File: src/rtl/dmem_arb_pkg.sv
// Shared types and constants for the data memory arbiter.
// States, port ids and the data word width.
package dmem_arb_pkg;

  localparam int WORD_W = 32;

  localparam logic PORT_CPU  = 1'b0;
  localparam logic PORT_LOAD = 1'b1;

  typedef enum logic [1:0] {
    IDLE,
    ACCESS,
    DONE
  } state_t;

endpackage

File: src/rtl/data_memory_arbiter_rr_arbiter2.sv
// Two-input arbiter: round-robin on a pointer or fixed port-0 priority.
// The port just served is masked so a still-high req is ignored in DONE.
module rr_arbiter2
  import dmem_arb_pkg::*;
#(
  parameter bit ROUND_ROBIN = 1'b1
) (
  input  logic [1:0] req,
  input  logic       ptr,
  input  logic [1:0] mask,
  output logic       gnt_valid,
  output logic       gnt_idx
);

  logic [1:0] live;
  logic       pref;

  assign live      = req & ~mask;
  assign pref      = ROUND_ROBIN ? ptr : PORT_CPU;
  assign gnt_valid = |live;
  assign gnt_idx   = live[pref] ? pref : ~pref;

endmodule

File: src/rtl/data_memory_arbiter.sv
// Shares one single-port data memory between the CPU MEM stage and loader.
// One latched command drives the memory for one cycle, then acks.
module data_memory_arbiter
  import dmem_arb_pkg::*;
#(
  parameter int DEPTH_LOG2  = 7,
  parameter int ROUND_ROBIN = 1
) (
  input  logic              clock,
  input  logic              reset,
  input  logic              p0_req,
  input  logic              p0_write,
  input  logic [WORD_W-1:0] p0_address,
  input  logic [WORD_W-1:0] p0_wdata,
  output logic              p0_ack,
  output logic [WORD_W-1:0] p0_rdata,
  output logic              p0_err,
  input  logic              p1_req,
  input  logic              p1_write,
  input  logic [WORD_W-1:0] p1_address,
  input  logic [WORD_W-1:0] p1_wdata,
  output logic              p1_ack,
  output logic [WORD_W-1:0] p1_rdata,
  output logic              p1_err,
  output logic [WORD_W-1:0] mem_address,
  output logic              mem_write,
  output logic [WORD_W-1:0] mem_data_write,
  output logic              mem_read,
  input  logic [WORD_W-1:0] mem_read_data
);

  state_t            state;
  logic              ptr;
  logic              cmd_port;
  logic              cmd_write;
  logic              cmd_err;
  logic [WORD_W-1:0] cmd_address;
  logic [WORD_W-1:0] cmd_wdata;

  logic [1:0]        req_vec;
  logic [1:0]        mask;
  logic              gnt_valid;
  logic              gnt_idx;

  logic              sel_write;
  logic              sel_err;
  logic [WORD_W-1:0] sel_address;
  logic [WORD_W-1:0] sel_wdata;

  assign req_vec = {p1_req, p0_req};
  assign mask    = (state == DONE)
                 ? (cmd_port ? 2'b10 : 2'b01)
                 : 2'b00;

  rr_arbiter2 #(
    .ROUND_ROBIN (ROUND_ROBIN != 0)
  ) u_arb (
    .req       (req_vec),
    .ptr       (ptr),
    .mask      (mask),
    .gnt_valid (gnt_valid),
    .gnt_idx   (gnt_idx)
  );

  // Route the winning port's command toward the latch
  always_comb begin
    sel_write   = p0_write;
    sel_address = p0_address;
    sel_wdata   = p0_wdata;
    if (gnt_idx == PORT_LOAD) begin
      sel_write   = p1_write;
      sel_address = p1_address;
      sel_wdata   = p1_wdata;
    end
  end

  assign sel_err = |sel_address[WORD_W-1:DEPTH_LOG2];

  assign mem_address    = cmd_address;
  assign mem_data_write = cmd_wdata;
  assign mem_write      = (state == ACCESS) & cmd_write & ~cmd_err;
  assign mem_read       = (state == ACCESS) & ~cmd_write & ~cmd_err;

  // Sequencer: latch, access for one cycle, then ack the served port
  always_ff @(posedge clock or negedge reset) begin
    if (!reset) begin
      state       <= IDLE;
      ptr         <= PORT_CPU;
      cmd_port    <= PORT_CPU;
      cmd_write   <= 1'b0;
      cmd_err     <= 1'b0;
      cmd_address <= '0;
      cmd_wdata   <= '0;
      p0_ack      <= 1'b0;
      p1_ack      <= 1'b0;
      p0_err      <= 1'b0;
      p1_err      <= 1'b0;
      p0_rdata    <= '0;
      p1_rdata    <= '0;
    end else begin
      p0_ack <= 1'b0;
      p1_ack <= 1'b0;
      p0_err <= 1'b0;
      p1_err <= 1'b0;
      unique case (state)
        IDLE, DONE: begin
          if (gnt_valid) begin
            cmd_port    <= gnt_idx;
            cmd_write   <= sel_write;
            cmd_err     <= sel_err;
            cmd_address <= sel_address;
            cmd_wdata   <= sel_wdata;
            ptr         <= ~gnt_idx;
            state       <= ACCESS;
          end else begin
            state <= IDLE;
          end
        end
        ACCESS: begin
          state <= DONE;
          if (cmd_port == PORT_LOAD) begin
            p1_ack <= 1'b1;
            p1_err <= cmd_err;
            if (mem_read) p1_rdata <= mem_read_data;
          end else begin
            p0_ack <= 1'b1;
            p0_err <= cmd_err;
            if (mem_read) p0_rdata <= mem_read_data;
          end
        end
        default: state <= IDLE;
      endcase
    end
  end

endmodule

File: config.mk
export PLATFORM = sky130hd
export DESIGN_NAME = data_memory_arbiter
export DESIGN_NICKNAME = d
export VERILOG_FILES = /design/src/rtl/dmem_arb_pkg.sv /design/src/rtl/data_memory_arbiter_rr_arbiter2.sv /design/src/rtl/data_memory_arbiter.sv
export SDC_FILE = /design/constraint.sdc
export NUM_CORES = 1
export LEC_CHECK = 0
export BUFFER_PORTS_ARGS = -buffer_cell sky130_fd_sc_hd__buf_2
export CAP_MARGIN = 40
export CELL_PAD_IN_SITES_DETAIL_PLACEMENT = 2
export CELL_PAD_IN_SITES_GLOBAL_PLACEMENT = 2
export CORE_ASPECT_RATIO = 0.8
export CORE_MARGIN = 5
export CORE_UTILIZATION = 27
export DETAILED_ROUTE_END_ITERATION = 16
export GPL_ROUTABILITY_DRIVEN = 0
export PLACE_DENSITY = 0.92
export SLEW_MARGIN = 20
export SYNTH_ARGS = -nofsm -noshare
export SYNTH_HDL_FRONTEND = slang
export SYNTH_SLANG_ARGS = --single-unit
File: constraint.sdc
create_clock -name clock -period 1.8 [get_ports clock]
set_input_delay 0.36 -clock clock [delete_from_list [all_inputs] [get_ports clock]]
set_output_delay 0.36 -clock clock [all_outputs]
set_load 0.01 [all_outputs]
# Word-level counts from Yosys, hierarchy flattened
# Index checks and enable logic that the tools add are counted.
[word_totals]
regBits = 138
in_bits = 166
[classes]
magnitude_cmp = 1
n_eq_ne = 2
n_mux = 18
n_bitwise = 11
n_reduce_logical = 7
[ops]
columns = ["op", "n"]
rows = [
  ["$mux W32", 2],
  ["$reduce_or A25 Y1", 1],
  ["$mux W1", 13],
  ["$reduce_and A3 Y1", 2],
  ["$not A1 Y1", 5],
  ["$and A1 B1 Y1", 4],
  ["$mux W2", 2],
  ["$pmux W2 S2", 1],
  ["$reduce_or A2 Y1", 2],
  ["$and A2 B2 Y2", 1],
  ["$eq A2 B1 Y1 const B", 1],
  ["$eq A2 B2 Y1 const B", 1],
  ["$logic_not A2 Y1", 1],
  ["$lt A1 B2 Y1 const B", 1],
  ["$not A2 Y2", 1],
  ["$reduce_and A2 Y1", 1],
]

# Depth between registers and ports, before layout
[depth]
depth_word = 9
ltp_mapped = 7

# Hierarchy
# Synthesis repeated with hierarchy kept, for this count alone.
[unflattened]
hier_cells = 475
area_unflattened_um2 = 6000.8
[modules_own_cells]
columns = ["module", "n_inst", "cells_each", "area_per_inst_um2", "seq_area_each_um2"]
rows = [
  ["data_memory_arbiter", 1, 470, 5957.0, 3453.3],
  ["rr_arbiter2", 1, 5, 43.8, 0.0],
]

# Least setup slack after synthesis
# No wires, ideal clock.
[synth_timing]
kind = "reg-to-reg"
startpoint = "reg state[1]"
endpoint = "reg p0_rdata[10]"
arrival_ns = 1.546
setup_slack_ns = 0.129
stages_incl_launch_ff = 5
n_path_buf = 1
synth_period_minus_slack_ns = 1.671
cell_sequence = "dfrtp_1 nand2b_1 nor4_2 buf_2 mux2_2"
[synth_via]
elab_chain_len = 4
[synth_rtl]
columns = ["item", "line", "rtl"]
rows = [
  ["start: declaration", "data_memory_arbiter.sv:32", "state_t state;"],
  ["start signal: assignment", "data_memory_arbiter.sv:87", "state <= IDLE;"],
  ["start signal: assignment", "data_memory_arbiter.sv:114", "state <= ACCESS;"],
  ["start signal: assignment", "data_memory_arbiter.sv:116", "state <= IDLE;"],
  ["$eq A2 B1 Y1 *", "data_memory_arbiter.sv:82, data_memory_arbiter.sv:105", ""],
  ["$and A1 B1 Y1 (2 in series)", "data_memory_arbiter.sv:82", "assign mem_read = (state == ACCESS) & ~cmd_write & ~cmd_err;"],
  ["$reduce_and A3 Y1 (no line) *", "n/a", ""],
  ["end signal: assignment", "data_memory_arbiter.sv:128", "if (mem_read) p0_rdata <= mem_read_data;"],
  ["end: declaration", "data_memory_arbiter.sv:16", "output logic [WORD_W-1:0] p0_rdata,"],
]
# Mark *: on every way between the ends. The rest lies on a longest branch, timed or not.
# A chain may end at the register's enable or synchronous reset.

# Worst setup path after layout
[layout_timing]
startpoint = "reg state[1]"
endpoint = "out mem_write"
[layout_via]
elab_chain_len = 3
[layout_rtl]
columns = ["item", "line", "rtl"]
rows = [
  ["$eq A2 B1 Y1", "data_memory_arbiter.sv:81", "assign mem_write = (state == ACCESS) & cmd_write & ~cmd_err;"],
  ["$and A1 B1 Y1 (2 in series)", "data_memory_arbiter.sv:81", ""],
  ["end: declaration", "data_memory_arbiter.sv:26", "output logic mem_write,"],
]
# Every way passes these cells.

==> results_dict.tcl <==
set metrics [dict create \
    outcome "finished, final reports clean" \
    worst_pin_slew_ps 461 \
    wire_per_inst_um 21.7 \
    p_seq_frac 0.325 \
    synth-edff-count 0 \
    die_area_um2 25300 \
    drive_above_1_share 0.494 \
    worst_slack_ps 34.6 \
    fp-row-count 48 \
    hold_viol_final 0 \
    syn-cell-area_um2 5990 \
    insertion_delay_ps 430 \
    hp-class "input pin to flop" \
    critPathKind "flop to primary output" \
    path_cells "nand2b_4 -> nor3b_2 -> buf_4" \
    swShare 0.410 \
    clock_path_buffers 2 \
    fin_crit_sh 0.981 \
    ys_ff_latch 138 \
    post-route-drc-count 0 \
    start_kind "flop" \
    fin_crit_ps 1770 \
    synth_nets 726 \
    dr.first_iter.drc_count 196 \
    numCtsBuffers 17 \
    maxCapViolations 0 \
    p_clk_frac 0.214 \
    gr-total-overflow 0 \
    critical_path_required_ps 1440 \
    die_y_um 143 \
    cts_tree "yes" \
    grt_first_pass_wirelength_um 38200 \
    p_switching_w 0.00710 \
    final_common_cell "buf_2" \
    cts.clk_slew.worst_paths_ps 80 \
    cts_num_sinks 138 \
    final_cell_mix "buf_2, dfrtp_1, nor2_1" \
    antenna_found_initial 4 \
    fin_util 0.404 \
    core_area_um2 21700 \
    start_util 0.276 \
    slew_violations 0 \
    drt_first_pass_iters 4 \
    skew_ps 13.7 \
    root_buffer "clkbuf_16" \
    portBuffers 299 \
    vias 5779 \
    place_hpwl_um 18700 \
    viasPerCell 4.94 \
    ir_drop_mv 0.748 \
    power_frac_comb 0.461 \
    pin_count 300 \
    powerDensity_nw_per_um2 1980 \
    final_nets 1023 \
    rsz0062_at_grt "true" \
    total_power_w 0.0173 \
    cts_max_level 4 \
    yosys_most_used_dff "dfrtp_1" \
    p_int_w 0.0102 \
    setup_viol 0 \
    critPathCaptureType "primary output" \
    grt_max_degree 73 \
    antenna_left 0 \
    avgSynthCellArea_um2 10.7 \
    dp_slack_ps 5.26 \
    yosysSeqAreaShare 0.577 \
    synth_cell_types 29 \
    cp_slowest_stage_delay_ps 450 \
    max-slew-margin-rel 0.693 \
    die-width_um 177 \
    yosys_warnings 0 \
    cp_data_arrival_time_ps 1410 \
    slowest_stage "dfrtp_1" \
    async_reset_ff_frac 1.00 \
    worst-path-max-fanout 5 \
    syn_inst 560 \
    cellLeakagePower_nw 4.09 \
    grt_pass1_vias 6503 \
    max_freq_mhz 566 \
    holdWs_ps 179 \
    synthToLayoutAreaGrowth_pct 46.1 \
    grtUsageTotal 0.194 \
    wirelength_um 25400 \
]
metal layers:
layer | track usage | part of all wire | vias up
met1 | 0.222 | 0.40 | 2889
met4 | 0.0427 | 0.014 | 8
met3 | 0.0789 | 0.086 | 26
met2 | 0.344 | 0.50 | 216
li1 | - | - | 2640
met5 | 0 | 0.0014 | -
registers in the layout, indices dropped and copies added, names as in the netlist:
name and count:
p0_err 1, p1_rdata 32, cmd_write 1, p0_rdata 32, p1_ack 1, cmd_port 1, ptr 1, cmd_err 1
mem_data_write 32, p0_ack 1, mem_address 32, state 2, p1_err 1
final cells by class:
cell class | count | area (um2)
diodes | 1 | 2.50
clock buffers | 17 | 425
inverters | 3 | 11.3
multi-input cells | 370 | 2350
well taps | 300 | 375
flip-flops and latches | 138 | 3450
fillers | 2365 | 12900
clock inverters | 15 | 194
repair buffers | 327 | 1940
power by group through the flow:
| stage | registers, W | logic, W | clock network, W |
|---|---|---|---|
| floorplan | 0.00614 | 0.00338 | 0 |
| global placement | 0.00551 | 0.00730 | 0 |
| detailed placement | 0.00567 | 0.00769 | 0 |
| CTS | 0.00566 | 0.00777 | 0.00382 |
| global route | 0.00580 | 0.00872 | 0.00397 |
| finish | 0.00562 | 0.00797 | 0.00371 |
final timing paths:
kind                            cells past startpoint              from  slack (ps)                  to
worst max-delay path                                3          state[1]          30           mem_write
worst min-delay path                                2  mem_read_data[8]         180         p1_rdata[8]
worst max register to register                      5          state[1]          50        p0_rdata[10]
worst min register to register                      1       p0_rdata[7]         490         p0_rdata[7]
max in group asynchronous                           3             reset         770        p1_rdata[24]
min in group asynchronous                           2             reset         360  mem_data_write[19]
logic make-up after synthesis:
family,after synthesis,share of synthesized area
multiplexers,64,0.120
flip-flops,138,0.577
AND/OR/NAND/NOR,168,0.131
AO/OA/AOI/OAI,138,0.136
buffers and inverters,52,0.0363
critical path, delay by kind of cell, from the launching register on:
kind / cells / cell delay [ps]
buf+inv: 1 / 160
flops: 1 / 450
simple gates: 2 / 380
cells in the mapped netlist, types with 2 or more instances:
library cell | n | area (um2)
nand2_1 | 3 | 11.3
o21ai_0 | 67 | 335
nor3_1 | 2 | 10.0
nor2_1 | 73 | 274
nand4_1 | 2 | 12.5
mux2_1 | 2 | 22.5
a31oi_1 | 65 | 407
buf_2 | 18 | 90.1
inv_1 | 3 | 11.3
mux2_2 | 62 | 698
nand3_1 | 68 | 340
nor4_1 | 10 | 62.6
buf_1 | 4 | 15.0
clkbuf_1 | 27 | 101
nand2b_1 | 3 | 18.8
dfrtp_1 | 138 | 3450
stage by stage:
step	instance area (um2)	cells	TNS, ps
6_report	8750	1171	0
5_1_grt	8750	1170	-245
4_1_cts	8640	1166	0
3_5_place_dp	7990	1133	0
3_3_place_gp	7990	1133	0
2_1_floorplan	5990	560	0
timing repair:
item                       in CTS  in global routing
pin swaps                       1                  1
hold buffers                    1                  0
gates cloned                    0                  2
hold endpoints to repair       15                  0
setup endpoints to repair       7                 24
gates resized for setup         6                  5
setup buffers                   0                  2
Power figures use the tool's default switching activity.
